### config.mk
export PLATFORM = sky130hd
export DESIGN_NAME = uart_tx_ctrl
export DESIGN_NICKNAME = d
export VERILOG_FILES = /design/src/rtl/uart_defines.sv /design/src/rtl/uart_baud_cnt.sv /design/src/rtl/uart_tx_ctrl.sv
export SDC_FILE = /design/constraint.sdc
export NUM_CORES = 1
export LEC_CHECK = 0
export BUFFER_PORTS_ARGS = -buffer_cell sky130_fd_sc_hd__buf_4
export CAP_MARGIN = 25
export CORE_MARGIN = 4
export CORE_UTILIZATION = 33
export DETAILED_ROUTE_END_ITERATION = 16
export PLACE_DENSITY_LB_ADDON = 0.1
export SYNTH_ARGS = -nofsm -noshare
export SYNTH_HDL_FRONTEND = slang
export SYNTH_HIERARCHICAL = 1
export SYNTH_SLANG_ARGS = --single-unit
### constraint.sdc
create_clock -name clk -period 3.2 [get_ports clk]
set_clock_uncertainty 0.1 [all_clocks]
set_input_delay 0.64 -clock clk [delete_from_list [all_inputs] [get_ports clk]]
set_output_delay 0.64 -clock clk [all_outputs]
set_load 0.01 [all_outputs]
### src/rtl/uart_defines.sv
// Select codes and state encoding shared by the UART TX controller and the
// downstream TX output-select stage.
package uart_defines;

  localparam int SEL_W = 3;

  localparam logic [SEL_W-1:0] SEL_IDLE   = 3'd0;
  localparam logic [SEL_W-1:0] SEL_START  = 3'd1;
  localparam logic [SEL_W-1:0] SEL_DATA   = 3'd2;
  localparam logic [SEL_W-1:0] SEL_PARITY = 3'd3;
  localparam logic [SEL_W-1:0] SEL_STOP   = 3'd4;

  // State codes equal the select codes so the state register doubles as mux_sel.
  typedef enum logic [SEL_W-1:0] {
    ST_IDLE   = 3'd0,
    ST_START  = 3'd1,
    ST_DATA   = 3'd2,
    ST_PARITY = 3'd3,
    ST_STOP   = 3'd4
  } state_t;

endpackage

### src/rtl/uart_baud_cnt.sv
// Bit-period counter: counts 0..CLKS_PER_BIT-1 and flags the last cycle of a bit.
// A clear pulse restarts the period; shared between the TX and RX sides.
module uart_baud_cnt #(
  parameter int CLKS_PER_BIT = 16
) (
  input  logic clk,
  input  logic rst,
  input  logic clear,
  output logic bit_done
);

  localparam int CNT_W = (CLKS_PER_BIT > 1) ? $clog2(CLKS_PER_BIT) : 1;
  localparam logic [CNT_W-1:0] CNT_MAX = CNT_W'(CLKS_PER_BIT - 1);

  logic [CNT_W-1:0] cnt_reg;

  always_ff @(posedge clk or negedge rst) begin
    if (!rst) begin
      cnt_reg <= '0;
    end else if (clear || bit_done) begin
      cnt_reg <= '0;
    end else begin
      cnt_reg <= cnt_reg + CNT_W'(1);
    end
  end

  assign bit_done = (cnt_reg == CNT_MAX);

endmodule

### src/rtl/uart_tx_ctrl.sv
// UART transmit controller: accepts a byte over valid/ready and sequences
// start, LSB-first data, optional parity and stop for the TX output-select stage.
module uart_tx_ctrl
  import uart_defines::*;
#(
  parameter int DATA_WIDTH   = 8,
  parameter int CLKS_PER_BIT = 16,
  parameter int PARITY_EN    = 1,
  parameter int PARITY_ODD   = 0
) (
  input  logic                  clk,
  input  logic                  rst,
  input  logic                  tx_valid,
  input  logic [DATA_WIDTH-1:0] tx_data,
  output logic                  tx_ready,
  output logic                  busy,
  output logic [SEL_W-1:0]      mux_sel,
  output logic                  start_bit,
  output logic                  ser_data,
  output logic                  parity_bit,
  output logic                  stop_bit
);

  localparam int IDX_W = $clog2(DATA_WIDTH);
  localparam logic [IDX_W-1:0] IDX_LAST = IDX_W'(DATA_WIDTH - 1);

  state_t                  state_reg, state_next;
  logic [DATA_WIDTH-1:0]   shift_reg;
  logic [IDX_W-1:0]        bit_idx_reg;
  logic                    parity_reg;
  logic                    accept;
  logic                    bit_done;
  logic                    state_entry;

  assign accept      = tx_valid && tx_ready;
  assign state_entry = (state_next != state_reg);

  uart_baud_cnt #(
    .CLKS_PER_BIT(CLKS_PER_BIT)
  ) u_baud_cnt (
    .clk     (clk),
    .rst     (rst),
    .clear   (state_entry),
    .bit_done(bit_done)
  );

  always_ff @(posedge clk or negedge rst) begin
    if (!rst) begin
      state_reg <= ST_IDLE;
    end else begin
      state_reg <= state_next;
    end
  end

  always_comb begin
    state_next = state_reg;
    case (state_reg)
      ST_IDLE:   if (accept) state_next = ST_START;
      ST_START:  if (bit_done) state_next = ST_DATA;
      ST_DATA: begin
        if (bit_done && (bit_idx_reg == IDX_LAST)) begin
          state_next = (PARITY_EN != 0) ? ST_PARITY : ST_STOP;
        end
      end
      ST_PARITY: if (bit_done) state_next = ST_STOP;
      ST_STOP:   if (bit_done) state_next = ST_IDLE;
      default:   state_next = ST_IDLE;
    endcase
  end

  // Byte and parity are frozen at the handshake; later tx_data changes are ignored.
  always_ff @(posedge clk or negedge rst) begin
    if (!rst) begin
      shift_reg   <= '0;
      bit_idx_reg <= '0;
      parity_reg  <= 1'b0;
    end else if (accept) begin
      shift_reg   <= tx_data;
      bit_idx_reg <= '0;
      parity_reg  <= (^tx_data) ^ (PARITY_ODD != 0);
    end else if ((state_reg == ST_DATA) && bit_done) begin
      shift_reg   <= shift_reg >> 1;
      bit_idx_reg <= bit_idx_reg + IDX_W'(1);
    end
  end

  assign mux_sel    = state_reg;
  assign tx_ready   = (state_reg == ST_IDLE);
  assign busy       = (state_reg != ST_IDLE);
  assign start_bit  = 1'b0;
  assign stop_bit   = 1'b1;
  assign ser_data   = shift_reg[0];
  assign parity_bit = parity_reg;

endmodule

==> flow_summary.ini <==
[logic_synthesis]
syn_avg_cell_area_um2 = 11.3
yosys_register_bits = 19
syn-cell-area_um2 = 1000
synth_enable_flop_cells = 0
synth_cell_types = 33
post-synth-top-count-cell = dfrtp_1
yosysTopAreaCell = dfrtp_1
yosys-top-cells-area = dfrtp_1 (47%), xnor2_1 (7.0%), nand2_1 (5.2%)
syn_nets = 103
netlist.area_leader.share = 0.473
yosysWarnings = 6
synthTopCellsByCount = dfrtp_1 (19), nand2_1 (14), xnor2_1 (8)
async_flop_share = 1.00
synth_ff_type = dfrtp_1
ys_seq_area_frac = 0.473
synthCells = 89

[clock_tree]
cts_tree = yes
root_buffer = clkbuf_4
holdBufCountCts = 0
cts_setup_buffers = 0
cts_sinks = 19
cts.htree.levels = 1
cts_buffers = 3
clkTransAtPathRegs_ns = 0.11
clk_latency_ns = 0.29
ctsResizeCount = 0
clock_tree.buffer_depth = 2

[critical_path]
start_kind = flip-flop
cp_slowest_cell = dfrtp_1
required_ns = 2.46
reg2reg_depth = 6
cp_num_buf_inv = 2
path_depth = 3
path_max_fanout = 7
critPathTopFamily = flip-flops
crit_path_max_incr_delay_ns = 0.52
end_kind = primary output
crit_path_cell_trace = or3_1 > inv_1 > buf_4
worstPathArrival_ns = 1.41
crit_type = flip-flop to primary output

[cells_and_area]
synthToLayoutAreaGrowth_pct = 15.6
final_cell_area_um2 = 1160
drive_gt1_frac = 0.274
seq_area_um2 = 475
finalNetCount = 121
largest_register_ffs = 8
multi_input_comb_area_um2 = 477
fillers = 282
antennaDiodeCount = 0

[floorplan]
rows = 19
die_y_um = 63.2
core-area_um2 = 2830
initial_core_util = 0.355
dieWidth_um = 63.2
dieArea_um2 = 3990
ios = 20

[flow_run]
maxCapViolations = 0

[global_routing]
overflow = 0
antenna_found_initial = 0
grt.total_usage = 0.106
grt_max_degree = 20
grt_pass1_wl_um = 3340
first_global_vias = 711

[route]
wl_per_cell_um = 13.6
drt_first_pass_iters = 4
via_per_inst = 5.16
routed_wl_um = 1870
ant_nets = 0
vias = 707
drt_iter0_markers = 16
drc = 0

[power_and_ir_drop]
total_power_uw = 872
p_leak_nw = 0.557
power_density_nw_per_um2 = 751
ir_drop_mv = 0.222

[place]
placed_area_um2 = 1130
place.gp.congestion = 0.725
dpl.hpwl_um = 1380
io_buffers = 17

[timing]
setup-tns-final_ns = 0
worst_pin_slew_ns = 0.671
slew_headroom = 0.551
finalCriticalPeriod_ns = 2.15
maxSlewViolCount = 0
period_share = 0.671
rsz0062_at_grt = no
fmax_mhz = 466
hold_violations = 0
finalSetupViolCount = 0

[worst_hold_path]
worstHoldPathType = primary input to async pin

[run_status]
status = complete, no violations
-- where the power goes --
part	internal (mW)	switching, mW
registers	0.336	0.0954
logic	0.175	0.142
clock network	0.0465	0.0771
-- worst reg2reg max path, cell delays in order (launching register included) --
cell and delay (ns):
dfrtp_1 0.42, ha_1 0.24, and3_4 0.25, nor4bb_4 0.19
buf_4 0.22, mux2_2 0.34, mux2_2 0.25
-- final cells by class --
class,instances,share of cell area
inverters,2,0.00647
well taps,31,0.0334
repair buffers,18,0.116
multi-input cells,63,0.411
flip-flops and latches,19,0.409
clock buffers,3,0.0194
clock inverters,1,0.00431
-- cell usage in the layout (no fill, tap or decap), types with 2 or more instances in the layout --
| master | synthesis | layout |
|---|---|---|
| a22o_1 | 3 | 3 |
| buf_4 | 3 | 18 |
| ha_1 | 3 | 3 |
| inv_1 | 2 | 2 |
| nand2_1 | 14 | 14 |
| a22oi_1 | 6 | 6 |
| xnor2_1 | 8 | 8 |
| conb_1 | 2 | 2 |
| mux2_2 | 2 | 2 |
| clkbuf_4 | 0 | 3 |
| dfrtp_1 | 19 | 19 |
| nor2_1 | 4 | 4 |
-- layer usage --
metal	GRT usage	up-vias	wire (um)
met2	0.157	17	826
li1	-	344	-
met5	0	-	0
met1	0.140	344	911
met4	0.0485	0	13
met3	0.0355	2	118
-- stage by stage --
| stage | hold WS (ns) | worst slack [ns] | std cells | util |
|---|---|---|---|---|
| floorplan | 0.244 | 1.36 | 89 | - |
| global placement | 0.360 | 1.18 | 133 | 0.401 |
| detailed placement | 0.369 | 1.11 | 133 | 0.401 |
| CTS | 0.0944 | 1.02 | 137 | 0.410 |
| global route | 0.0803 | 0.936 | 137 | 0.410 |
| finish | 0.0992 | 1.05 | 137 | 0.410 |
-- logic make-up after synthesis --
logic type,synth area share
AND/OR/NAND/NOR,0.184
flip-flops,0.473
AO/OA/AOI/OAI,0.130
XOR/XNOR,0.0785
buffers and inverters,0.0523
adder cells (fa/ha/maj),0.0374
multiplexers,0.0374
other,0.00747
-- path summary, 6_finish.rpt --
path / startpoint / to / slack [ns]
hold reg to reg: shift_reg[2] / shift_reg[2] / 0.39
max in group asynchronous: rst / bit_idx_reg[0] / 2.70
setup / recovery: mux_sel[2] / tx_ready / 1.05
hold / removal: rst / mux_sel[2] / 0.1
setup reg to reg: u_baud_cnt/cnt_reg[0] / shift_reg[6] / 1.09
min in group clk: shift_reg[2] / shift_reg[2] / 0.39
(Power assumes the default switching activity.)
